--- src/rtl/regfile_670_arb.sv ---
// regfile_670_arb: round-robin write arbiter, strobe timer and read sequencer for ganged 74x670 parts.
// Define REGFILE_670_ARB_BYPASS_EN to forward in-flight write data to a same-address read instead of stalling it.
module regfile_670_arb #(
  parameter int unsigned WIDTH     = 4,
  parameter int unsigned WE_CYCLES = 2,
  parameter int unsigned RD_LAT    = 2
) (
  input  logic             clk,
  input  logic             nreset,
  input  logic             req0,
  input  logic [1:0]       wa0,
  input  logic [WIDTH-1:0] d0,
  output logic             ack0,
  input  logic             req1,
  input  logic [1:0]       wa1,
  input  logic [WIDTH-1:0] d1,
  output logic             ack1,
  input  logic             rreq,
  input  logic [1:0]       rra,
  output logic             rbusy,
  output logic             rvalid,
  output logic [WIDTH-1:0] rq,
  output logic [WIDTH-1:0] d,
  output logic [1:0]       wa,
  output logic             nwe,
  output logic [1:0]       ra,
  output logic             nre,
  input  logic [WIDTH-1:0] q
);

  localparam logic [1:0] W_IDLE   = 2'd0;
  localparam logic [1:0] W_SETUP  = 2'd1;
  localparam logic [1:0] W_STROBE = 2'd2;
  localparam logic [1:0] W_HOLD   = 2'd3;

  localparam logic [1:0] R_IDLE = 2'd0;
  localparam logic [1:0] R_WAIT = 2'd1;
  localparam logic [1:0] R_READ = 2'd2;
  localparam logic [1:0] R_DONE = 2'd3;

  localparam logic [3:0] WE_M1 = 4'(WE_CYCLES - 1);
  localparam logic [3:0] RD_M1 = 4'(RD_LAT - 1);

  // Write side
  logic [1:0]       w_state_q, w_state_d;
  logic [3:0]       wcnt_q, wcnt_d;
  logic             gnt_q, gnt_d;
  logic             ptr_q, ptr_d;
  logic             pick1;
  logic [1:0]       wa_q, wa_d;
  logic [WIDTH-1:0] d_q, d_d;
  logic             nwe_q, ack0_q, ack1_q;

  // Read side
  logic [1:0]       r_state_q, r_state_d;
  logic [3:0]       rcnt_q, rcnt_d;
  logic [1:0]       ra_q, ra_d;
  logic [WIDTH-1:0] rq_q, rq_d;
  logic             nre_q, rvalid_q, rbusy_q;

  logic             w_busy_q, w_busy_d;
  logic             haz_new, haz_cur;

  always_comb begin
    w_state_d = w_state_q;
    wcnt_d    = wcnt_q;
    gnt_d     = gnt_q;
    ptr_d     = ptr_q;
    wa_d      = wa_q;
    d_d       = d_q;
    pick1     = 1'b0;
    case (w_state_q)
      W_IDLE: begin
        if (req0 || req1) begin
          // ptr_q=1 favours requester 1 when both are asking
          pick1     = req1 && (!req0 || ptr_q);
          gnt_d     = pick1;
          ptr_d     = !pick1;
          wa_d      = pick1 ? wa1 : wa0;
          d_d       = pick1 ? d1 : d0;
          w_state_d = W_SETUP;
        end
      end
      W_SETUP: begin
        wcnt_d    = WE_M1;
        w_state_d = W_STROBE;
      end
      W_STROBE: begin
        if (wcnt_q == '0) begin
          w_state_d = W_HOLD;
        end else begin
          wcnt_d = wcnt_q - 4'd1;
        end
      end
      W_HOLD:  w_state_d = W_IDLE;
      default: w_state_d = W_IDLE;
    endcase
  end

  assign w_busy_q = (w_state_q != W_IDLE);
  assign w_busy_d = (w_state_d != W_IDLE);

  // A write granted on this same edge also counts, so a read never overlaps a strobe to its word
  assign haz_new = (w_busy_q && (wa_q == rra))  || (w_busy_d && (wa_d == rra));
  assign haz_cur = (w_busy_q && (wa_q == ra_q)) || (w_busy_d && (wa_d == ra_q));

  always_comb begin
    r_state_d = r_state_q;
    rcnt_d    = rcnt_q;
    ra_d      = ra_q;
    rq_d      = rq_q;
    case (r_state_q)
      R_IDLE: begin
        if (rreq) begin
          ra_d = rra;
          if (haz_new) begin
`ifdef REGFILE_670_ARB_BYPASS_EN
            rq_d      = d_d;
            r_state_d = R_DONE;
`else
            r_state_d = R_WAIT;
`endif
          end else begin
            rcnt_d    = RD_M1;
            r_state_d = R_READ;
          end
        end
      end
      R_WAIT: begin
        if (!haz_cur) begin
          rcnt_d    = RD_M1;
          r_state_d = R_READ;
        end
      end
      R_READ: begin
        if (rcnt_q == '0) begin
          rq_d      = q;
          r_state_d = R_DONE;
        end else begin
          rcnt_d = rcnt_q - 4'd1;
        end
      end
      R_DONE:  r_state_d = R_IDLE;
      default: r_state_d = R_IDLE;
    endcase
  end

  // Strobes and pulses are registered from next-state so the '670 pins never see decode glitches
  always_ff @(posedge clk) begin
    if (!nreset) begin
      w_state_q <= W_IDLE;
      wcnt_q    <= '0;
      gnt_q     <= 1'b0;
      ptr_q     <= 1'b0;
      wa_q      <= '0;
      d_q       <= '0;
      nwe_q     <= 1'b1;
      ack0_q    <= 1'b0;
      ack1_q    <= 1'b0;
    end else begin
      w_state_q <= w_state_d;
      wcnt_q    <= wcnt_d;
      gnt_q     <= gnt_d;
      ptr_q     <= ptr_d;
      wa_q      <= wa_d;
      d_q       <= d_d;
      nwe_q     <= (w_state_d != W_STROBE);
      ack0_q    <= (w_state_d == W_HOLD) && !gnt_d;
      ack1_q    <= (w_state_d == W_HOLD) && gnt_d;
    end
  end

  always_ff @(posedge clk) begin
    if (!nreset) begin
      r_state_q <= R_IDLE;
      rcnt_q    <= '0;
      ra_q      <= '0;
      rq_q      <= '0;
      nre_q     <= 1'b1;
      rvalid_q  <= 1'b0;
      rbusy_q   <= 1'b0;
    end else begin
      r_state_q <= r_state_d;
      rcnt_q    <= rcnt_d;
      ra_q      <= ra_d;
      rq_q      <= rq_d;
      nre_q     <= (r_state_d != R_READ);
      rvalid_q  <= (r_state_d == R_DONE);
      rbusy_q   <= (r_state_d != R_IDLE);
    end
  end

  assign ack0   = ack0_q;
  assign ack1   = ack1_q;
  assign nwe    = nwe_q;
  assign wa     = wa_q;
  assign d      = d_q;
  assign ra     = ra_q;
  assign nre    = nre_q;
  assign rq     = rq_q;
  assign rvalid = rvalid_q;
  assign rbusy  = rbusy_q;

endmodule
--- config.mk ---
export PLATFORM = sky130hd
export DESIGN_NAME = regfile_670_arb
export DESIGN_NICKNAME = d
export VERILOG_FILES = /design/src/rtl/regfile_670_arb.sv
export SDC_FILE = /design/constraint.sdc
export NUM_CORES = 1
export LEC_CHECK = 0
export BUFFER_PORTS_ARGS = -buffer_cell sky130_fd_sc_hd__buf_2
export CORE_UTILIZATION = 30
export DETAILED_ROUTE_END_ITERATION = 8
export PLACE_DENSITY = 0.49
export SETUP_SLACK_MARGIN = 0.3
export SYNTH_ARGS = -nofsm -noshare
export SYNTH_HDL_FRONTEND = slang
export SYNTH_SLANG_ARGS = --single-unit
--- constraint.sdc ---
create_clock -name clk -period 3.83 [get_ports clk]
set_input_delay 0.1915 -clock clk [delete_from_list [all_inputs] [get_ports clk]]
set_output_delay 0.1915 -clock clk [all_outputs]
set_load 0.02 [all_outputs]
### Word-level counts from Yosys, hierarchy flattened

Index checks and enable logic that the tools add are counted.

| storage, ports and cells | value |
|---|---|
| input port bits | 23 |
| word-level logic and storage cells | 86 |
| output and inout bits | 18 |
| register bits | 32 |

| cells by class | value |
|---|---|
| equal/unequal tests | 19 |
| reductions and logical operators | 28 |
| multiplexer cells | 21 |
| $add $sub $neg | 2 |

Operators by type and width:

| operator | number |
|---|---|
| $mux W4 | 6 |
| $mux W2 | 9 |
| $pmux W2 S4 | 2 |
| $ne A2 B2 Y1 const B | 7 |
| $eq A2 B2 Y1 const B | 6 |
| $pmux W4 S3 | 1 |
| $eq A2 B2 Y1 | 4 |
| $logic_not A4 Y1 | 2 |
| $pmux W4 S2 | 1 |
| $reduce_and A2 Y1 | 4 |
| $reduce_bool A2 Y1 | 4 |
| $sub A4 B1 Y4 const B | 2 |
| $logic_and A1 B1 Y1 | 7 |
| $reduce_and A5 Y1 | 1 |
| $eq A2 B1 Y1 const B | 2 |
| $logic_not A2 Y1 | 2 |
| $logic_or A1 B1 Y1 | 4 |
| $logic_not A1 Y1 | 3 |
| $reduce_bool A3 Y1 | 1 |
| $mux W1 | 2 |

### Depth between registers and ports, before layout

Gate-level depths: netlist (run 1).

| depth | value |
|---|---|
| depth in word-level cells | 13 |
| depth in mapped cells | 10 |
| depth with buffers taken out | 9 |

### Worst setup path after synthesis (run 1)

Ideal clock, no wire load.

| path | value |
|---|---|
| path type | reg-to-reg |
| start point | register wcnt_q[0] |
| end point | register rcnt_q[0] |
| arrival | 2.125 ns |
| setup slack | 1.590 ns |
| stages on the path, launching flop included | 9 |
| period minus slack after synthesis | 2.240 ns |
| library setup time | 0.115 ns |
| path through | dfxtp_1 -> inv_1 -> ha_1 -> or3b_4 -> a221oi_2 -> nor2_1 -> o311a_1 -> o2111a_2 -> o21a_1 |

| on the way | value |
|---|---|
| cells in the longest elaborated chain, start to end | 8 |
| elaborated cells on any way between the ends | 11 |
| those cells by class | 2 x eq/ne; 2 x mux; 7 x reduce/logical |

Ends and longest elaborated chain:

| what | line | text |
|---|---|---|
| start, declared | 46 | `logic [3:0] wcnt_q, wcnt_d;` |
| start signal, assigned | 162 | `wcnt_q <= wcnt_d;` |
| $logic_not A4 Y1 * | 89 | `if (wcnt_q == '0) begin` |
| $mux W2 * | 89 |  |
| $pmux W2 S4 * | 72 | `case (w_state_q)` |
| $reduce_bool A2 Y1 * | 101 | `assign w_busy_d = (w_state_d != W_IDLE);` |
| $logic_and A1 B1 Y1, on equally long branches | 105, 104 |  |
| $logic_or A1 B1 Y1, on equally long branches | 105, 104 |  |
| $ne A2 B2 Y1 (no line) | n/a |  |
| $reduce_and A5 Y1 (no line) * | n/a |  |
| end signal, assigned | 184 | `rcnt_q <= rcnt_d;` |
| end, declared | 56 | `logic [3:0] rcnt_q, rcnt_d;` |

Every way passes the cells marked *; elsewhere a longest branch is shown, timed or not.
A chain may end at the register's enable or synchronous reset.

### Worst setup path in the final report (run 1)

| path | value |
|---|---|
| start point | register w_state_q[0] |
| end point | register rvalid_q, in the netlist rvalid |

| on the way | value |
|---|---|
| cells in the longest elaborated chain, start to end | 9 |
| elaborated cells on any way between the ends | 23 |
| those cells by class | 6 x eq/ne; 8 x mux; 9 x reduce/logical |

Ends and longest elaborated chain:

| what | line | text |
|---|---|---|
| start, declared | 45 | `logic [1:0] w_state_q, w_state_d;` |
| start signal, assigned | 161 | `w_state_q <= w_state_d;` |
| $eq A2 B2 Y1, or another cell as far along | 72 |  |
| $pmux W2 S4 or $mux W2 (tied branches) | 72 |  |
| $reduce_bool A2 Y1 or $eq A2 B2 Y1 (tied branches) | 101, 104 |  |
| $logic_and A1 B1 Y1 | 104 | `assign haz_new = (w_busy_q && (wa_q == rra)) \|\| (w_busy_d && (wa_d == rra));` |
| $logic_or A1 B1 Y1 | 104 |  |
| $mux W2 | 116 | `if (haz_new) begin` |
| $mux W2 | 114 | `if (rreq) begin` |
| $pmux W2 S4 * | 112 | `case (r_state_q)` |
| $eq A2 B2 Y1 * | 188 | `rvalid_q <= (r_state_d == R_DONE);` |
| end signal, assigned | 188 |  |
| end, declared | 59 | `logic nre_q, rvalid_q, rbusy_q;` |

Marks and branches as above.

==> results of run 1 <==
[power by group through the flow]
stage | Sequential, mW | Combinational, mW | Clock [mW]
2_1_floorplan | 0.584 | 0.550 | 0
3_3_place_gp | 0.524 | 0.782 | 0
3_5_place_dp | 0.521 | 0.788 | 0
4_1_cts | 0.514 | 0.792 | 0.248
5_1_grt | 0.533 | 0.881 | 0.267
6_report | 0.514 | 0.781 | 0.238
[final timing paths]
kind,startpoint,end,slack (ns),cells past startpoint
max reg2reg,w_state_q[0],rvalid,1.18,9
min reg2reg,rcnt_q[1],rcnt_q[1],0.48,2
min,q[0],rq[0],0.15,3
max,w_state_q[0],rvalid,1.18,9
[routing by layer]
metal	wire (um)	GRT usage	vias to the layer above
li1	-	-	752
met3	103	0.0489	2
met1	1670	0.167	667
met4	22	0.0370	0
met2	1620	0.218	18
met5	0	0	-
[placed cells by master (no fill, tap or decap), types with 3 or more instances in the layout]
master    Yosys  routed
nand2b_1      3       3
mux2i_1       8       8
nor3_1        4       4
clkbuf_8      0       5
dfxtp_1      32      32
xor2_1        4       4
nand2_1      20      20
nand3_1       8       8
a31oi_1       6       6
nor2_1       23      23
inv_1        10      10
and2_1        3       3
or3_1         5       5
ha_1          7       7
nor2b_1       4       4
a21oi_1      10      10
buf_2         1      40
a311oi_1      6       6
[tightest hold or removal path, delay by kind of cell]
kind | cells | cell delay, ns
buffers and inverters | 1 | 0.07
multiplexers | 1 | 0.05
AND/OR/NAND/NOR | 1 | 0.07
[state kept, by name, summed over array words and instances, names as in the netlist, 2 cells and up]
register and flops:
w_state_q 2, r_state_q 2, wcnt_q 4, d 4
rcnt_q 4, ra 2, rq 4, wa 2
[cell usage after synthesis (2+ instances only)]
| cell | instances | area [um^2] |
|---|---|---|
| dfxtp_1 | 32 | 641 |
| nor2_1 | 23 | 86.3 |
| nand2_1 | 20 | 75.1 |
| a21oi_1 | 10 | 50.1 |
| inv_1 | 10 | 37.5 |
| mux2i_1 | 8 | 80.1 |
| nand3_1 | 8 | 40.0 |
| clkbuf_1 | 7 | 26.3 |
| ha_1 | 7 | 87.6 |
| a311oi_1 | 6 | 52.6 |
| a31oi_1 | 6 | 37.5 |
| or3_1 | 5 | 31.3 |
| nor2b_1 | 4 | 25.0 |
| nor3_1 | 4 | 20.0 |
| xor2_1 | 4 | 35.0 |
| and2_1 | 3 | 18.8 |
| nand2b_1 | 3 | 18.8 |
| a211oi_1 | 2 | 15.0 |
| o21a_1 | 2 | 15.0 |
| o21ai_0 | 2 | 10.0 |
| o22ai_1 | 2 | 12.5 |
| or2_2 | 2 | 12.5 |
[through the flow]
stage / setup slack (ns) / cells / util
CTS: 1.16 / 298 / 0.376
global placement: 1.23 / 291 / 0.361
floorplan: 1.59 / 190 / -
global route: 0.850 / 298 / 0.376
detailed placement: 1.16 / 291 / 0.361
finish: 1.18 / 298 / 0.376
[cell families after synthesis]
family,Yosys count,share of synthesized area
buf+inv,19,0.0494
xor+xnor,5,0.0270
simple gates,77,0.226
compound gates,42,0.199
flops,32,0.395
fa+ha+maj,7,0.0540
mux,8,0.0494
[cell type report]
cell class | count | area (um^2)
timing repair buffer | 40 | 200
fill | 542 | 3230
clock buffer | 6 | 72.6
clock inverter | 1 | 5.00
tap | 70 | 87.6
inverter | 10 | 37.5
sequential | 32 | 641
multi-input combinational | 139 | 901
==> metrics.cfg, run 1 <==
[job]
max-cap-violations = 0

[route]
dr.pass1.iters = 4
first_iter_violations = 64
via_per_inst = 4.83
ant_nets = 0
vias = 1439
wl_per_cell_um = 11.5
drt-total-wl_mm = 3.42
drc = 0

[grt]
grtUsageTotal = 0.134
grt_pass1_vias = 1300
antenna_found_initial = 0
grt_pass1_wl_mm = 5.75
grt_max_degree = 22
grt.overflow.total = 0

[placed_design]
gp_congestion = 0.752
io_buffers = 40
place_area_mm2 = 0.00187
dp_hpwl_mm = 2.53

[sta]
finalClockSkew_ns = 0.00710
tightestPinTransition_ns = 0.700
maxSlewViolCount = 0
hold_slack_ns = 0.146
setup_viol = 0
rsz0062_at_grt = false
finalCritPeriodShare = 0.691
post-route-min-period_ns = 2.65
relSlewSlack = 0.533
fmaxAchievable_mhz = 378
hold_violations = 0
setup-tns-final_ns = 0

[floorplanning]
start_util = 0.313
die-area_mm2 = 0.00570
die_x_um = 75.5
fp-row-count = 26
core-area_mm2 = 0.00517
ios = 41
die_y_um = 75.5

[synthesis]
synth_seq_area_share = 0.395
yosys_warnings = 0
synth-seq-cells = 32
syn_inst = 190
synthArstFlopShare = 0
synth_edf_count = 0
avgSynthCellArea_um2 = 8.53
syn-cell-area_mm2 = 0.00162
synth_flop_cell = dfxtp_1
synth_cell_types = 42
synth_fp_nets = 220

[setup_path]
cp_slowest_cell = ha_1
start_kind = register
max_stage_delay_ns = 0.45
crit_family = compound AO/OA/AOI/OAI gates
path_buf_inv = 1
cp.required_ns = 4.03
crit_path_end_kind = register
cp.arrival_ns = 2.84
timing.setup.critical_path_class = register to register
crit_fanout = 13
cp_cell_sequence = inv_1 -> ha_1 -> o21a_1 -> nor2_1 -> a21oi_1 -> xor2_1 -> o311ai_0 -> or3_1 -> a31oi_1

[cts]
cts.clk_slew.worst_paths_ns = 0.07
clockBufferDepth = 2
clock-sinks = 32
post-cts-setup-buffers = 0
clockRootBuffer = clkbuf_8
tritoncts = built
clock_latency_ns = 0.27
cts_hold_buf = 0
htreeDepth = 2
post_cts_resized = 0
cts_made_buffers = 5

[cells_and_area]
fin_nets = 258
diodes = 0
drive_gt1_frac = 0.232
final_cell_area_mm2 = 0.00194
area_growth_syn_to_layout_pct = 19.9

[power_and_ir_drop]
p_switching_mw = 0.647
clkPwrFrac = 0.155
p_total_mw = 1.53
seqPwrFrac = 0.335
powerDensity_mw_per_mm2 = 788
p_leak_nw = 0.885
switching_share = 0.422
worst_ir_drop_vdd_mv = 0.292
combPwrFrac = 0.510
internal_power_mw = 0.885

[worst_hold_path]
hold_path_class = primary input to register

[outcome]
outcome = finished, final reports clean

(Power assumes the default switching activity.)
==> run 2, diff against run 1 <==
--- a/config.mk
+++ b/config.mk
@@ -8,7 +8,7 @@
 export BUFFER_PORTS_ARGS = -buffer_cell sky130_fd_sc_hd__buf_2
 export CORE_UTILIZATION = 30
 export DETAILED_ROUTE_END_ITERATION = 8
-export PLACE_DENSITY = 0.49
+export PLACE_DENSITY = 0.51
 export SETUP_SLACK_MARGIN = 0.3
 export SYNTH_ARGS = -nofsm -noshare
 export SYNTH_HDL_FRONTEND = slang
==> constraint.sdc (replaced) <==
create_clock -name clk -period 2.19 [get_ports clk]
set_input_delay 0.1095 -clock clk [delete_from_list [all_inputs] [get_ports clk]]
set_output_delay 0.1095 -clock clk [all_outputs]
set_load 0.02 [all_outputs]
==> run 2 against run 1 <==
Cell area is 10% higher. Sequential share of layout area down 3.0 points. First-iteration DRC count down 33%. Worst hold slack worse by 0.089 ns. Core utilization rose by 3.9 points. Via count increased by 4.5%. Clock power increased by 99%. Non-clock buffer count increased by 14. Flip-flop and latch count unchanged. Routed wire length up 8.0%. Clock skew is 0.0040 ns lower. Critical path type unchanged. Largest cell class unchanged.
==> metrics.cfg, run 2 (synthesis results as in run 1) <==
[cells_and_area]
diodes = 0  ; unchanged
finalNonFillerCells = 313  ; +5.0%
area_growth_syn_to_layout_pct = 32.3
drive_gt1_frac = 0.333  ; +0.101
most-common-layout-cells = buf_2 (40), dfxtp_1 (30), nor2_1 (22)
fin_nets = 272  ; +5.4%
finalCoreUtilization = 0.415  ; +0.0387
layout_commonest_cell = buf_2

[grt]
grt_pass1_vias = 1331  ; +2.4%
grt_max_degree = 14  ; -36%
grtUsageTotal = 0.145  ; +0.0110
grt.overflow.total = 0  ; unchanged
antenna_found_initial = 0  ; unchanged
grt_pass1_wl_mm = 6.15  ; +7.0%

[sta]
post-route-min-period_ns = 2.15  ; -0.492 ns
hold_violations = 0  ; unchanged
setup_viol = 0  ; unchanged
finalCritPeriodShare = 0.983  ; +0.292
finalClockSkew_ns = 0.00307  ; -0.00403 ns
hold_slack_ns = 0.0566  ; -0.0892 ns
maxSlewViolCount = 0  ; unchanged
fmaxAchievable_mhz = 464  ; +23%
tightestPinTransition_ns = 0.458  ; -0.242 ns
final.setup.worst_slack_ns = 0.0366  ; -1.15 ns
rsz0062_at_grt = true
relSlewSlack = 0.691  ; +0.159

[cts]
clock-sinks = 32  ; unchanged
cts_made_buffers = 5  ; unchanged
clock_latency_ns = 0.28  ; about the same
clockBufferDepth = 2  ; unchanged
clockRootBuffer = clkbuf_8
htreeDepth = 2  ; unchanged
cts.clk_slew.worst_paths_ns = 0.07  ; about the same
tritoncts = built

[floorplanning]
die-area_mm2 = 0.00570  ; unchanged
ios = 41  ; unchanged
start_util = 0.313  ; unchanged
die_x_um = 75.5  ; unchanged
core-area_mm2 = 0.00517  ; unchanged
fp-row-count = 26  ; unchanged
die_y_um = 75.5  ; unchanged

[power_and_ir_drop]
worst_ir_drop_vdd_mv = 0.417  ; +43%
p_total_mw = 3.15  ; +110%
powerDensity_mw_per_mm2 = 1470  ; +86%
p_leak_nw = 0.980  ; +11%

[placed_design]
place_inst = 301  ; +3.4%
io_buffers = 40  ; unchanged
place_ws_ns = -0.0219  ; -1.18 ns
gp_congestion = 0.789  ; +4.9%
dp_hpwl_mm = 2.76  ; +9.1%

[route]
drc = 0  ; unchanged
dr_wl_met2_mm = 1.69  ; +4.2%
vias = 1504  ; +4.5%
dr.pass1.iters = 4  ; unchanged
wl_met1_mm = 1.80  ; +7.5%
via_per_inst = 4.81  ; -0.49%
wl_per_cell_um = 11.8  ; +2.8%
drt-total-wl_mm = 3.69  ; +8.0%
routed.top_layer = met4
met3_length_um = 134  ; +30%
first_iter_violations = 43  ; -33%
ant_nets = 0  ; unchanged

[setup_path]
crit_fanout = 4  ; -9
cp.required_ns = 2.37  ; -1.66 ns
timing.setup.critical_path_class = register to register
start_kind = register
crit_path_end_kind = register
r2r_start = wcnt_q[0]
cp.arrival_ns = 2.33  ; -0.51 ns
cp-startpoint = wcnt_q[0]

[worst_hold_path]
hold_path_class = primary input to register
worstHoldStart = q[1]

[job]
max-cap-violations = 0  ; unchanged

[outcome]
outcome = finished, final reports clean

==> run 2: cell count changes in the layout (fill, tap and decap cells not counted), sizes merged <==
cell	change
buf	+14
clkinv	-1
clkbuf	+2
==> run 2: layer usage <==
metal	up-vias	track usage
met1	690	0.186
met5	-	0
li1	782	-
met4	0	0.0617
met2	26	0.229
met3	6	0.0397
==> run 2: cell type report <==
class                   instances  area (um^2)
multi-input cells             139          981
repair buffers                 54          305
fillers                       518         3030
flip-flops and latches         32          643
clock buffers                   8         90.1
inverters                      10         37.5
well taps                      70         87.6
==> run 2: per-stage QoR <==
stage | instance area [um^2] | setup TNS, ns
floorplan | 1660 | 0
global placement | 1970 | 0
detailed placement | 1970 | -0.0219
CTS | 2140 | 0
global route | 2140 | -0.193
finish | 2140 | 0
==> run 2: repair_timing <==
action                     in CTS  in global routing
gates resized for setup         9                  1
setup endpoints to repair       8                  8
buffers inserted                4                  0
pin swaps                       7                  0
hold endpoints to repair        0                  0
hold buffers                    0                  0
==> run 2: worst paths after layout <==
check              endpoint  slack, ns  cells after the start
setup / recovery  rcnt_q[0]       0.04                      8
hold / removal        rq[1]       0.06                      3
setup reg to reg  rcnt_q[0]       0.04                      8
hold reg to reg   rcnt_q[1]       0.48                      2
==> run 2: where the power goes <==
group          leakage (nW)  switching, mW  internal (mW)
Sequential            0.264          0.125          0.770
Combinational         0.670          0.949          0.831
Clock                0.0455          0.216          0.256
Total                 0.980           1.29           1.86
==> run 2: worst max-delay path: stages, from the launching register on <==
cell and delay, ns:
dfxtp_2 0.32, inv_2 0.05, ha_1 0.12, or3b_4 0.39
a221oi_4 0.32, nor2_2 0.07, o311a_1 0.30, o2111a_2 0.31
o21a_1 0.17
==> run 3, diff against run 2 <==
--- a/config.mk
+++ b/config.mk
@@ -9,6 +9,7 @@
 export CORE_UTILIZATION = 30
 export DETAILED_ROUTE_END_ITERATION = 8
 export PLACE_DENSITY = 0.51
+export RECOVER_POWER = 100
 export SETUP_SLACK_MARGIN = 0.3
 export SYNTH_ARGS = -nofsm -noshare
 export SYNTH_HDL_FRONTEND = slang
==> run 3 against run 2 <==
Flip-flop and latch count unchanged. Global-route usage unchanged. Via count increased by 0.20%. Combinational power decreased by 3%. Worst hold slack about the same. Sequential power increased by 0.4%. Register-to-register slack about the same. Critical path type unchanged.
==> metrics.cfg, run 3 (synthesis results as in run 1) <==
[sta]
rsz0062_at_grt = true
final.setup.worst_slack_ns = 0.0366  ; +0.0000282 ns
fmaxAchievable_mhz = 464  ; about the same
finalClockSkew_ns = 0.00377  ; +0.000694 ns
maxSlewViolCount = 0  ; unchanged
hold_violations = 0  ; unchanged
post-route-min-period_ns = 2.15  ; -0.0000282 ns
setup-tns-final_ns = 0  ; unchanged
setup_viol = 0  ; unchanged
tightestPinTransition_ns = 0.452  ; -0.00648 ns
relSlewSlack = 0.696  ; +0.00437
finalCritPeriodShare = 0.983  ; about the same

[setup_path]
start_kind = register
cp_cell_sequence = inv_2 -> ha_1 -> or3b_4 -> a221oi_4 -> nor2_2 -> o311a_1 -> o2111a_2 -> o21a_1
cp.required_ns = 2.37  ; about the same
crit_fanout = 4  ; unchanged
timing.setup.critical_path_class = register to register
crit_path_end_kind = register
max_stage_delay_ns = 0.39  ; about the same
cp.arrival_ns = 2.33  ; about the same
cp_slowest_cell = or3b_4

[grt]
grt_pass1_vias = 1331  ; unchanged
grt_pass1_wl_mm = 6.15  ; unchanged
grt_max_degree = 14  ; unchanged
antenna_found_initial = 0  ; unchanged
grtUsageTotal = 0.145  ; unchanged
grt.overflow.total = 0  ; unchanged

[route]
wl_per_cell_um = 11.8  ; +0.14%
first_iter_violations = 39  ; -9.3%
drc = 0  ; unchanged
dr.pass1.iters = 4  ; unchanged
ant_nets = 0  ; unchanged
drt-total-wl_mm = 3.70  ; +0.14%
vias = 1507  ; +0.20%
via_per_inst = 4.81  ; +0.20%

[floorplanning]
start_util = 0.313  ; unchanged
die_y_um = 75.5  ; unchanged
core-area_mm2 = 0.00517  ; unchanged
ios = 41  ; unchanged
die-area_mm2 = 0.00570  ; unchanged
die_x_um = 75.5  ; unchanged
fp-row-count = 26  ; unchanged

[placed_design]
io_buffers = 40  ; unchanged
place_area_mm2 = 0.00197  ; unchanged
place_ws_ns = -0.0219  ; unchanged
gp_congestion = 0.789  ; unchanged
dp_hpwl_mm = 2.76  ; unchanged

[cells_and_area]
diodes = 0  ; unchanged
area_growth_syn_to_layout_pct = 30.6
most-common-layout-cells = dfxtp_1 (30), nor2_1 (22), buf_2 (22)
n_fill_cell = 531  ; +2.5%
layout_commonest_cell = dfxtp_1
drive_gt1_frac = 0.255  ; -0.0782
fin_nets = 272  ; unchanged
final_cell_area_mm2 = 0.00212  ; -1.2%

[outcome]
outcome = finished, final reports clean

[cts]
cts.clk_slew.worst_paths_ns = 0.07  ; about the same
clockRootBuffer = clkbuf_8
cts_made_buffers = 5  ; unchanged
clock-sinks = 32  ; unchanged
tritoncts = built
htreeDepth = 2  ; unchanged
clock_latency_ns = 0.28  ; about the same
clockBufferDepth = 2  ; unchanged

[power_and_ir_drop]
powerDensity_mw_per_mm2 = 1470  ; -0.16%
worst_ir_drop_vdd_mv = 0.406  ; -2.5%
p_leak_nw = 0.909  ; -7.3%

[job]
max-cap-violations = 0  ; unchanged

[worst_hold_path]
hold_path_class = primary input to register

-- run 3: final timing paths --
kind | startpoint | endpoint | slack (ns) | cells after the start
setup / recovery | wcnt_q[0] | rcnt_q[0] | 0.04 | 8
hold / removal | q[1] | rq[1] | 0.06 | 3
setup reg to reg | wcnt_q[0] | rcnt_q[0] | 0.04 | 8
hold reg to reg | rcnt_q[1] | rcnt_q[1] | 0.48 | 2
-- run 3: power by group --
group	switching, mW	internal [mW]	leakage (nW)
clock	0.216	0.256	0.0455
combinational	0.947	0.786	0.599
sequential	0.128	0.770	0.264
-- run 3: worst max-delay path, delay by kind of cell, from the launching register on --
family                   cells  cell delay (ns)
AO/OA/AOI/OAI                4             1.10
adder cells (fa/ha/maj)      1             0.12
buffers and inverters        1             0.05
flip-flops                   1             0.32
AND/OR/NAND/NOR              2             0.46
-- run 3: metal layers --
layer | part of all wire | vias to the layer above | global-route usage
li1 | - | 783 | -
met1 | 0.49 | 690 | 0.186
met2 | 0.45 | 28 | 0.229
met3 | 0.037 | 6 | 0.0397
met4 | 0.019 | 0 | 0.0617
met5 | 0 | - | 0
-- run 3: what timing repair did --
item | CTS | global route
hold buffers | 0 | 0
buffers inserted | 4 | 0
gates resized for setup | 9 | 1
setup endpoints to repair | 8 | 8
pin swaps | 7 | 0
-- run 3: final cells by class --
class	instances	area [um^2]	share of cell area
Clock buffer	8	90.1	0.0425
Inverter	10	37.5	0.0177
Multi-Input combinational cell	139	981	0.463
Sequential cell	32	643	0.304
Tap cell	70	87.6	0.0413
Timing Repair Buffer	54	279	0.132
-- run 3: through the flow --
stage,hold slack (ns),std cells,power (mW),util
after floorplan,0.253,190,2.08,-
after global placement,0.345,301,2.49,0.381
after detailed placement,0.348,301,2.50,0.381
after CTS,0.0473,313,3.17,0.413
after global routing,0.0746,313,3.37,0.410
final,0.0564,313,3.10,0.410
